--- config.mk ---
export PLATFORM = sky130hd
export DESIGN_NAME = pattern_tap_coincidence
export DESIGN_NICKNAME = d
export VERILOG_FILES = /design/src/rtl/pattern_tap_coincidence.sv
export SDC_FILE = /design/constraint.sdc
export NUM_CORES = 1
export LEC_CHECK = 0
export ABC_AREA = 1
export BUFFER_PORTS_ARGS = -buffer_cell sky130_fd_sc_hd__buf_2
export CAP_MARGIN = 10
export CORE_ASPECT_RATIO = 0.8
export CORE_UTILIZATION = 40
export CTS_BUF_LIST = sky130_fd_sc_hd__clkbuf_8 sky130_fd_sc_hd__clkbuf_16
export DETAILED_ROUTE_END_ITERATION = 12
export MAX_ROUTING_LAYER = met4
export PLACE_DENSITY = 0.73
export SLEW_MARGIN = 20
export SYNTH_ARGS = -nofsm -noshare
export SYNTH_HDL_FRONTEND = slang
export SYNTH_SLANG_ARGS = --single-unit
--- constraint.sdc ---
create_clock -name clk -period 1.7 [get_ports clk]
set_input_delay 0.34 -clock clk [delete_from_list [all_inputs] [get_ports clk]]
set_output_delay 0.34 -clock clk [all_outputs]
set_load 0.005 [all_outputs]
--- src/rtl/pattern_tap_coincidence.sv ---
// pattern_tap_coincidence: programmable on/off pattern source feeding a tapped delay line with a masked AND-coincidence counter
//
// Optional build macro: COINC_EDGE_EN
//   undefined - coinc_cnt counts every coincident enabled cycle
//   defined   - coinc_cnt counts rising edges of the coincidence only; adds coinc_rise output
//
// Ports:
//   clk         rising-edge clock
//   rst         asynchronous active-low reset
//   en          advance enable; all state holds when low (clr_cnt still acts)
//   clr_cnt     synchronous clear of coinc_cnt, wins over increment
//   tap_sel     tap i index in bits [i*TAP_W +: TAP_W]; index >= DEPTH reads 0
//   tap_mask    taps participating in the coincidence (all-zero never asserts)
//   pattern_out current pattern bit, high while phase < HIGH_LEN
//   valid_out   inverse of pattern_out
//   phase       current phase counter
//   taps_out    selected delay-line tap values (combinational)
//   coinc       registered coincidence flag
//   coinc_cnt   saturating coincidence event counter
//   coinc_rise  (COINC_EDGE_EN only) one-clock pulse on each coincidence rising edge
module pattern_tap_coincidence #(
    parameter int PERIOD   = 4,
    parameter int HIGH_LEN = 2,
    parameter int DEPTH    = 16,
    parameter int NUM_TAPS = 4,
    parameter int TAP_W    = 4,
    parameter int CNT_W    = 16
) (
    input  logic                      clk,
    input  logic                      rst,
    input  logic                      en,
    input  logic                      clr_cnt,
    input  logic [NUM_TAPS*TAP_W-1:0] tap_sel,
    input  logic [NUM_TAPS-1:0]       tap_mask,
    output logic                      pattern_out,
    output logic                      valid_out,
    output logic [$clog2(PERIOD)-1:0] phase,
    output logic [NUM_TAPS-1:0]       taps_out,
    output logic                      coinc,
    output logic [CNT_W-1:0]          coinc_cnt
`ifdef COINC_EDGE_EN
    ,
    output logic                      coinc_rise
`endif
);
    localparam int PH_W = $clog2(PERIOD);

    logic [PH_W-1:0]  phase_q, phase_d;
    logic [DEPTH-1:0] sr_q, sr_d;
    logic             coinc_q, coinc_d;
    logic [CNT_W-1:0] cnt_q, cnt_d;
    logic             hit, inc;

    always_comb begin
        phase_d     = !en ? phase_q : (phase_q == PH_W'(PERIOD - 1)) ? '0 : phase_q + 1'b1;
        pattern_out = 32'(phase_q) < HIGH_LEN;
        valid_out   = !pattern_out;
        sr_d        = en ? {sr_q[DEPTH-2:0], pattern_out} : sr_q;
    end

    // Tap mux built as a compare-per-stage so indices beyond DEPTH simply match nothing and read 0.
    always_comb begin
        taps_out = '0;
        for (int i = 0; i < NUM_TAPS; i++) begin
            for (int k = 0; k < DEPTH; k++) begin
                taps_out[i] = taps_out[i] | ((tap_sel[i*TAP_W +: TAP_W] == TAP_W'(k)) & sr_q[k]);
            end
        end
    end

    // Unmasked taps are forced true; an empty mask must not count as a coincidence.
    always_comb begin
        hit     = (|tap_mask) && (&(taps_out | ~tap_mask));
        coinc_d = en ? hit : coinc_q;
`ifdef COINC_EDGE_EN
        inc     = en && hit && !coinc_q;
`else
        inc     = en && hit;
`endif
        cnt_d   = clr_cnt ? '0 : (inc && !(&cnt_q)) ? cnt_q + 1'b1 : cnt_q;
    end

    always_ff @(posedge clk or negedge rst) begin
        if (!rst) begin
            phase_q <= '0;
            sr_q    <= '0;
            coinc_q <= 1'b0;
            cnt_q   <= '0;
        end else begin
            phase_q <= phase_d;
            sr_q    <= sr_d;
            coinc_q <= coinc_d;
            cnt_q   <= cnt_d;
        end
    end

`ifdef COINC_EDGE_EN
    logic rise_q, rise_d;

    always_comb rise_d = en ? (hit && !coinc_q) : rise_q;

    always_ff @(posedge clk or negedge rst) begin
        if (!rst) rise_q <= 1'b0;
        else      rise_q <= rise_d;
    end

    assign coinc_rise = rise_q;
`endif

    assign phase     = phase_q;
    assign coinc     = coinc_q;
    assign coinc_cnt = cnt_q;
endmodule

==> results of run 1 <==
registers in the layout, indices dropped and copies added (netlist names):
| name | count |
|---|---|
| coinc_cnt | 16 |
| sr_q | 16 |
| phase | 2 |
| coinc | 1 |
layer usage:
metal | global-route usage | routed length (µm) | vias up
met3 | 0.0256 | 431 | 5
met2 | 0.354 | 3310 | 87
li1 | - | - | 1455
met4 | 0.0556 | 51 | 0
met1 | 0.348 | 3800 | 1332
met5 | - | 0 | -
what timing repair did:
| action | in CTS | in global routing |
|---|---|---|
| pin swaps | 23 | 36 |
| resized for setup | 19 | 29 |
| setup buffers | 8 | 5 |
| setup endpoints to repair | 20 | 20 |
| cloned | 1 | 1 |
how the worst min path moves through the flow:
| stage | to | slack (ns) | depth (start not counted) | startpoint |
|---|---|---|---|---|
| final | coinc_cnt[12]$_DFFE_PN0P_ | 0.08 | 2 | rst |
| after global routing | coinc_cnt[12]$_DFFE_PN0P_ | 0.13 | 2 | rst |
| after CTS | coinc_cnt[10]$_DFFE_PN0P_ | 0.09 | 2 | rst |
| after detailed placement | coinc_cnt[12]$_DFFE_PN0P_ | 0.41 | 2 | rst |
| after global placement | coinc_cnt[12]$_DFFE_PN0P_ | 0.40 | 2 | rst |
| after floorplan | coinc$_DFFE_PN0P_ | 0.04 | 0 | rst |
stage by stage:
stage	hold slack (ns)	total power, µW	utilization	worst slack (ns)	setup TNS (ns)
floorplan	0.0444	1440	-	-0.0195	-0.211
global placement	0.402	1720	0.506	-0.139	-1.84
detailed placement	0.405	1730	0.506	-0.189	-2.59
CTS	0.0949	2350	0.540	-0.0436	-0.176
global route	0.129	2560	0.565	-0.163	-2.56
finish	0.0801	2410	0.565	-0.0582	-0.494
worst register-to-register path, delay by kind of cell, from the launching register on:
family        cells  cell delay, ns
flops             1            0.40
fa+ha+maj         1            0.16
simple gates      7            0.88
buf+inv           1            0.22
synth_stat cells (all sizes together):
cell / number
nand2: 113
nand3: 79
nor2: 46
inv: 45
dfrtp: 35
nand4: 19
o21ai: 18
buf: 11
xor2: 10
clkbuf: 4
nor4: 3
ha: 2
nor3: 2
a21oi: 1
nand3b: 1
o22a: 1
o22ai: 1
o32ai: 1
xnor2: 1
logic make-up after synthesis:
kind of cell / after synthesis / share of synthesized area
AND/OR/NAND/NOR: 263 / 0.471
XOR/XNOR: 11 / 0.0372
AO/OA/AOI/OAI: 22 / 0.0458
buffers and inverters: 60 / 0.0989
adder cells (fa/ha/maj): 2 / 0.00965
flip-flops: 35 / 0.338
power by group through the flow:
stage                     logic, µW  clock network (µW)  registers, µW
after floorplan                 371                   0           1070
after detailed placement        573                   0           1150
after CTS                       655                 559           1140
after global routing            807                 586           1160
final                           711                 551           1150
after global placement          561                   0           1160
area by class of cell:
| class | instances | share of cell area |
|---|---|---|
| multi-input combinational | 299 | 0.469 |
| sequential | 35 | 0.261 |
| timing repair buffer | 89 | 0.170 |
| inverter | 45 | 0.0492 |
| tap | 81 | 0.0295 |
| clock buffer | 5 | 0.0201 |
| clock inverter | 1 | 0.00109 |
==> out/qor.yml, run 1 <==
track_usage: 0.238
grt_pass1_wl_mm: 12.4
coreArea_mm2: 0.00607
grt_overflow: 0
critPathMostFrequentCell: "nand4_1"
cts_tree: "built"
antenna_found_initial: 0
violations: "setup timing"
max_slew_margin: 0.695
start_util: 0.427
layout-drive-gt1-share: 0.325
cp.arrival_ns: 1.94
hold_buffers: 0
netlist_top_cells_area: "dfrtp_1 34%, nand2_1 16%, nand3_1 14%"
ys_types: 27
power.switching_uw: 870
syn_nets: 419
syn-instance-count: 393
die_y_um: 74.0
crit_start: "coinc_cnt[0]$_DFFE_PN0P_"
path_class: "register to register"
crit_fanout: 5
hp-class: "input port to async pin"
drt-initial-drc-count: 231
first_global_vias: 2529
io_buffers: 48
cts_num_sinks: 35
reg2reg_to: "coinc_cnt[1]$_DFFE_PN0P_"
pwr-share-seq: 0.477
pwr-share-comb: 0.295
synth.yosys.seq_area_share: 0.338
io_pins: 49
slowest_stage: "dfrtp_1"
reg2reg_slack_ns: -0.06
layout_commonest_cell: "nand2_1"
via_per_inst: 5.19
cpLargestDelayFamily: "simple AND/OR/NAND/NOR gates"
intPower_uw: 1540
wire_per_inst_um: 13.7
fin_crit_sh: 1.03
slew_violations: 0
grt_max_degree: 36
place_inst: 534
worstPathRequired_ns: 1.88
reg2reg_depth: 9
synth_area_per_cell_um2: 6.60
path_clk_slew_ns: 0.07
p_per_area_mw_per_mm2: 703
dieArea_mm2: 0.00681
ir_drop_uv: 495
dpl_cell_area_mm2: 0.00307
antenna_cells: 0
worst_slew_pin_slew_ns: 0.457
final_cell_mix: "109 x nand2_1, 61 x nand3_1, 48 x buf_2"
route.detailed.drc: 0
power_frac_clock: 0.228
gp_congestion: 0.980
fmax_mhz: 569
syn_area_mm2: 0.00259
clk_latency_ns: 0.28
multi_input_area_mm2: 0.00161
seq_area_um2: 896
fin_nets: 501
drv_cap: 0
drt_wl_total_mm: 7.59
layout_setup_ws_ns: -0.0582
dr.pass1.iters: 5
instances_no_fill: 555
dp_hpwl_mm: 5.43
num_rows: 25
crit_end: "coinc_cnt[1]$_DFFE_PN0P_"
outcome: "finished, violations left"
n_fill_cell: 567
path_cells: "ha_4, nand4_1, nor2_2, nand3_2, nor2_4, nand4_4, buf_4, nand4_1, nand2_1"
power.leakage_uw: 0.00187
period_minus_slack_ns: 1.76
drt.antenna.violating_nets: 0
start_kind: "register"
hold_viol_final: 0
synth.largest_area_cell: "dfrtp_1"
cts_made_buffers: 5
cp-end-kind: "register"
skew_ns: 0.00836
rsz0062_at_grt: "true"
sw_frac_of_total: 0.361
setup_viol: 18
cp.buffers_inverters: 1
synth-seq-cells: 35
synth_warnings: 0
die_x_um: 92.0
slowest_delay_ns: 0.40
cp.depth: 9
cts-root-buf: "clkbuf_8"
clockBufferDepth: 2
syn2layout_area_growth_pct: 32.3
rr_startpoint: "coinc_cnt[0]$_DFFE_PN0P_"
synth_top_cell_area_share: 0.338
htreeDepth: 2
fin_area_mm2: 0.00343
vias: 2879
No activity file was read; power rests on OpenSTA's default activity.
==> run 2, diff against run 1 <==
Settings changed: CORE_ASPECT_RATIO 0.8 to 1.25.
==> run 2 against run 1 <==
The flow still finishes with violations (setup timing); clock skew is 0.0047 ns lower; critical path depth fell by 2; routed wire length shrank 2.2%; via count up 1.6%; sequential power barely moved; sequential share of layout area shrank 0.15 points; fmax shrank 0.99%; first-iteration DRC count up 10%; register-to-register slack better by 0.06 ns; non-clock buffer count decreased by 6; clock power is 21% higher; final cell count is 0.18% lower.
==> out/qor.yml, run 2 (same netlist as run 1, synthesis figures left out) <==
worstPathRequired_ns: 1.36  # -0.52 ns
max_slew_margin: 0.693  # -0.00194
skew_ns: 0.00370  # -0.00465 ns
dp_hpwl_mm: 5.12  # -5.8%
total_power_uw: 2570  # +6.6%
syn2layout_area_growth_pct: 32.9
route.detailed.drc: 0  # unchanged
layout_setup_ws_ns: -0.0757  # -0.0175 ns
drt.antenna.violating_nets: 0  # unchanged
fin_worst_hold_slack_ns: 0.0712  # -0.00882 ns
fin_crit_sh: 1.04  # +0.0103
crit_fanout: 5  # unchanged
slew_violations: 0  # unchanged
dieArea_mm2: 0.00681  # unchanged
path_clk_slew_ns: 0.07  # about the same
clockBufferDepth: 2  # unchanged
clk_latency_ns: 0.29  # about the same
fmax_mhz: 563  # -0.99%
coreArea_mm2: 0.00621  # +2.3%
grt_max_degree: 36  # unchanged
first_global_vias: 2706  # +7.0%
hold_viol_final: 0  # unchanged
reg2reg_to: "coinc_cnt[5]$_DFFE_PN0P_"
wire_per_inst_um: 13.4  # -2.1%
drt-initial-drc-count: 254  # +10%
final_cell_mix: "108 x nand2_1, 48 x buf_2, 47 x nand3_1"
grt_pass1_wl_mm: 12.3  # -0.45%
reg2reg_depth: 12  # +3
setup_viol: 2  # -16
antenna_found_initial: 0  # unchanged
drt_wl_total_mm: 7.42  # -2.2%
ir_drop_uv: 387  # -22%
p_per_area_mw_per_mm2: 746  # +6.1%
grt_overflow: 0  # unchanged
rr_startpoint: "sr_q[10]$_DFFE_PN0P_"
outcome: "finished, violations left"
htreeDepth: 2  # unchanged
antenna_cells: 0  # unchanged
drv_cap: 0  # unchanged
start_kind: "register"
fin_setup_tns_ns: -0.0945  # +0.400 ns
power.leakage_uw: 0.00190  # +1.3%
die_x_um: 74.0  # -20%
dr.pass1.iters: 5  # unchanged
path_class: "register to output pin"
cp-end-kind: "output pin"
layout_commonest_cell: "nand2_1"
cts_num_sinks: 35  # unchanged
cts-root-buf: "clkbuf_8"
gp_congestion: 0.896  # -8.5%
fin_nets: 494  # -1.4%
reg2reg_slack_ns: 0  # +0.06 ns
cts_made_buffers: 5  # unchanged
hold_buffers: 0  # unchanged
io_pins: 49  # unchanged
num_rows: 32  # +28%
cp.arrival_ns: 1.44  # -0.50 ns
start_util: 0.418  # -0.00947
worst_slew_pin_slew_ns: 0.460  # +0.00291 ns
via_per_inst: 5.28  # +1.8%
cts_tree: "built"
violations: "setup timing"
vias: 2926  # +1.6%
hp-class: "input port to async pin"
track_usage: 0.238  # about the same
io_buffers: 48  # unchanged
period_minus_slack_ns: 1.78  # +0.0175 ns
die_y_um: 92.0  # +24%
rsz0062_at_grt: "true"
layout-drive-gt1-share: 0.352  # +0.0269
## run 2: changes by cell type in the layout (fill, tap and decap cells not counted), moves of 2 or more
| cell | previous run | this run |
|---|---|---|
| buf_4 | 36 | 31 |
| nor2_2 | 8 | 12 |
| clkbuf_8 | 5 | 7 |
| nor2_1 | 33 | 30 |
| nand3_2 | 17 | 31 |
| nand3_1 | 61 | 47 |
## run 2: worst max path at each step
stage	start	endpoint	slack [ns]
floorplan	coinc_cnt[0]$_DFFE_PN0P_	coinc_cnt[3]$_DFFE_PN0P_	-0.02
global placement	tap_sel[4]	coinc_cnt[3]$_DFFE_PN0P_	-0.13
detailed placement	tap_sel[4]	coinc_cnt[3]$_DFFE_PN0P_	-0.17
CTS	sr_q[2]$_DFFE_PN0P_	taps_out[0]	-0.04
global route	sr_q[1]$_DFFE_PN0P_	coinc_cnt[3]$_DFFE_PN0P_	-0.16
finish	sr_q[15]$_DFFE_PN0P_	taps_out[0]	-0.08
## run 2: cell type report
type                       count  area, µm²
fill                         579       2760
multi-input combinational    298       1650
sequential                    35        895
timing repair buffer          83        527
inverter                      45        169
tap                           85        106
clock buffer                   7       96.3
clock inverter                 1       3.75
## run 2: per-stage QoR
stage                util  setup WS, ns  instance area [µm²]  cells
finish              0.555       -0.0757                 3450    554
CTS                 0.532       -0.0365                 3300    549
global placement    0.486        -0.125                 3020    532
global route        0.555        -0.157                 3450    554
detailed placement  0.486        -0.165                 3020    532
floorplan               -       -0.0195                 2610    393
## run 2: critical path: stages, from the launching register on
cell and delay (ns):
dfrtp_2 0.45, nand3_1 0.08, nand2_1 0.06, nor2_1 0.15, nor2_1 0.08, nor2_2 0.13, nand2_1 0.07, buf_2 0.12
## run 2: report_power, final
part | internal (µW) | switching (µW)
registers | 955 | 198
clock network | 364 | 303
logic | 341 | 409
total | 1660 | 909
## run 2: layer usage
metal | track usage | up-vias | part of all wire
li1 | - | 1438 | -
met1 | 0.300 | 1367 | 0.44
met4 | 0.101 | 0 | 0.030
met5 | - | - | 0
met2 | 0.370 | 98 | 0.47
met3 | 0.0407 | 23 | 0.059
## run 2: what timing repair did
item,in CTS,in global routing
buffers inserted,12,5
gates cloned,0,0
setup endpoints to repair,18,20
gates resized for setup,33,27
pin swaps,32,22
==> run 3, diff against run 2 <==
--- a/config.mk
+++ b/config.mk
@@ -20 +20,2 @@
 export SYNTH_SLANG_ARGS = --single-unit
+export TNS_END_PERCENT = 5
==> constraint.sdc (replaced) <==
create_clock -name clk -period 1.7 [get_ports clk]
set_input_delay 0.255 -clock clk [delete_from_list [all_inputs] [get_ports clk]]
set_output_delay 0.255 -clock clk [all_outputs]
set_load 0.005 [all_outputs]
==> run 3 against run 2 <==
Total power is 8.3% lower; the run now ends clean; final cell count is 1.1% lower; clock power is 7.5% lower; critical path depth is 1 lower; critical path type unchanged; count of clock-buffer cells in the layout is 1 lower; largest cell class unchanged; die area stayed put; via count is 4.1% lower; fmax is 5.2% higher; utilization is 3.4 points lower.
==> out/qor.yml, run 3 (same netlist as run 1, synthesis figures left out) <==
total_power_uw: 2360  # -8.3%
fin_setup_tns_ns: 0  # +0.0945 ns
path_class: "register to output pin"
n_fill_cell: 630  # +8.8%
cts_made_buffers: 5  # unchanged
drv_cap: 0  # unchanged
power.leakage_uw: 0.00181  # -4.8%
antenna_cells: 0  # unchanged
gp_congestion: 0.931  # +3.9%
syn2layout_area_growth_pct: 24.7
die_y_um: 92.0  # unchanged
hold_viol_final: 0  # unchanged
layout_commonest_cell: "nand2_1"
drt.antenna.violating_nets: 0  # unchanged
rsz0062_at_grt: "true"
skew_ns: 0.0147  # +0.0110 ns
period_minus_slack_ns: 1.69  # -0.0886 ns
first_global_vias: 2565  # -5.2%
io_pins: 49  # unchanged
grt_pass1_wl_mm: 11.5  # -6.7%
worst_slew_pin_slew_ns: 0.470  # +0.00987 ns
path_clk_slew_ns: 0.08  # about the same
fin_nets: 489  # -1.0%
layout-drive-gt1-share: 0.263  # -0.0883
cp-end-kind: "output pin"
final_cell_mix: "111 x nand2_1, 74 x nand3_1, 48 x buf_2"
cp.arrival_ns: 1.43  # about the same
hp-class: "input port to async pin"
worstPathRequired_ns: 1.44  # +0.08 ns
dieArea_mm2: 0.00681  # unchanged
track_usage: 0.224  # -0.0142
die_x_um: 74.0  # unchanged
grt_overflow: 0  # unchanged
via_per_inst: 5.12  # -3.0%
drt-initial-drc-count: 168  # -34%
drt_wl_total_mm: 6.98  # -5.9%
htreeDepth: 2  # unchanged
max_slew_margin: 0.687  # -0.00658
dp_hpwl_mm: 5.06  # -1.0%
setup_viol: 0  # -2
num_rows: 32  # unchanged
cts-root-buf: "clkbuf_8"
ir_drop_uv: 405  # +4.7%
clk_latency_ns: 0.29  # about the same
start_kind: "register"
dr.pass1.iters: 4  # -1
slew_violations: 0  # unchanged
antenna_found_initial: 0  # unchanged
cts_tree: "built"
io_buffers: 48  # unchanged
p_per_area_mw_per_mm2: 729  # -2.3%
fmax_mhz: 593  # +5.2%
start_util: 0.418  # unchanged
outcome: "finished, final reports clean"
grt_max_degree: 36  # unchanged
route.detailed.drc: 0  # unchanged
clockBufferDepth: 2  # unchanged
crit_fanout: 5  # unchanged
coreArea_mm2: 0.00621  # unchanged
wire_per_inst_um: 12.7  # -4.9%
vias: 2807  # -4.1%
cts_num_sinks: 35  # unchanged
fin_crit_sh: 0.992  # -0.0521
==> run 3: cell count changes in the layout (fill, tap and decap cells not counted), sizes merged <==
| cell | change |
|---|---|
| buf | -5 |
| clkbuf | -1 |
| clkinv | +1 |
| inv | -1 |
==> run 3: where the power goes <==
group,total [µW],internal [µW],switching [µW]
sequential,1140,949,186
combinational,603,261,342
clock,617,318,299
==> run 3: timing repair <==
item / CTS / global route
setup endpoints to repair: 12 / 20
pin swaps: 1 / 7
hold buffers: 0 / 0
setup buffers: 1 / 3
gates resized for setup: 3 / 20
==> run 3: layout make-up <==
class / instances / area (µm²) / share of cell area
multi-input cells: 298 / 1490 / 0.461
clock inverters: 1 / 5.00 / 0.00155
flip-flops and latches: 35 / 888 / 0.275
inverters: 45 / 169 / 0.0522
repair buffers: 78 / 493 / 0.152
clock buffers: 6 / 82.6 / 0.0255
well taps: 85 / 106 / 0.0329
==> run 3: critical path: stages (launching register included) <==
cell     delay [ns]
dfrtp_2        0.46
buf_4          0.15
nand2_1        0.05
nand3_1        0.07
o21ai_2        0.17
nand2_1        0.11
buf_2          0.14
==> run 3: path summary, 6_finish.rpt <==
path | slack, ns | cells past startpoint | endpoint | startpoint
worst max register to register | 0.06 | 10 | coinc_cnt[14]$_DFFE_PN0P_ | coinc_cnt[0]$_DFFE_PN0P_
worst min-delay path | 0.005 | 2 | coinc_cnt[6]$_DFFE_PN0P_ | rst
worst max-delay path | 0.01 | 6 | taps_out[1] | sr_q[14]$_DFFE_PN0P_
max in group asynchronous | 1.33 | 2 | sr_q[14]$_DFFE_PN0P_ | rst
min in group clk | 0.38 | 4 | coinc$_DFFE_PN0P_ | tap_mask[2]
worst min register to register | 0.49 | 1 | phase[0]$_DFFE_PN0P_ | phase[0]$_DFFE_PN0P_
==> run 3: metrics by stage <==
step	util	worst slack [ns]	hold slack, ns	instance area (µm²)	cells
finish	0.521	0.0128	0.00527	3230	548
global placement	0.491	-0.0432	0.322	3050	537
global route	0.521	-0.110	0.0456	3230	548
detailed placement	0.491	-0.0833	0.324	3050	537
CTS	0.509	0.00638	0.0117	3160	545
floorplan	-	-0.0221	-0.0406	2590	393
==> run 3: per-layer routing <==
layer / global-route usage / up-vias / share of wire / wire length, µm
li1: - / 1431 / - / -
met1: 0.273 / 1285 / 0.43 / 2990
met2: 0.373 / 83 / 0.49 / 3420
met3: 0.0319 / 8 / 0.066 / 459
met4: 0.0737 / 0 / 0.014 / 99
met5: - / - / 0 / 0
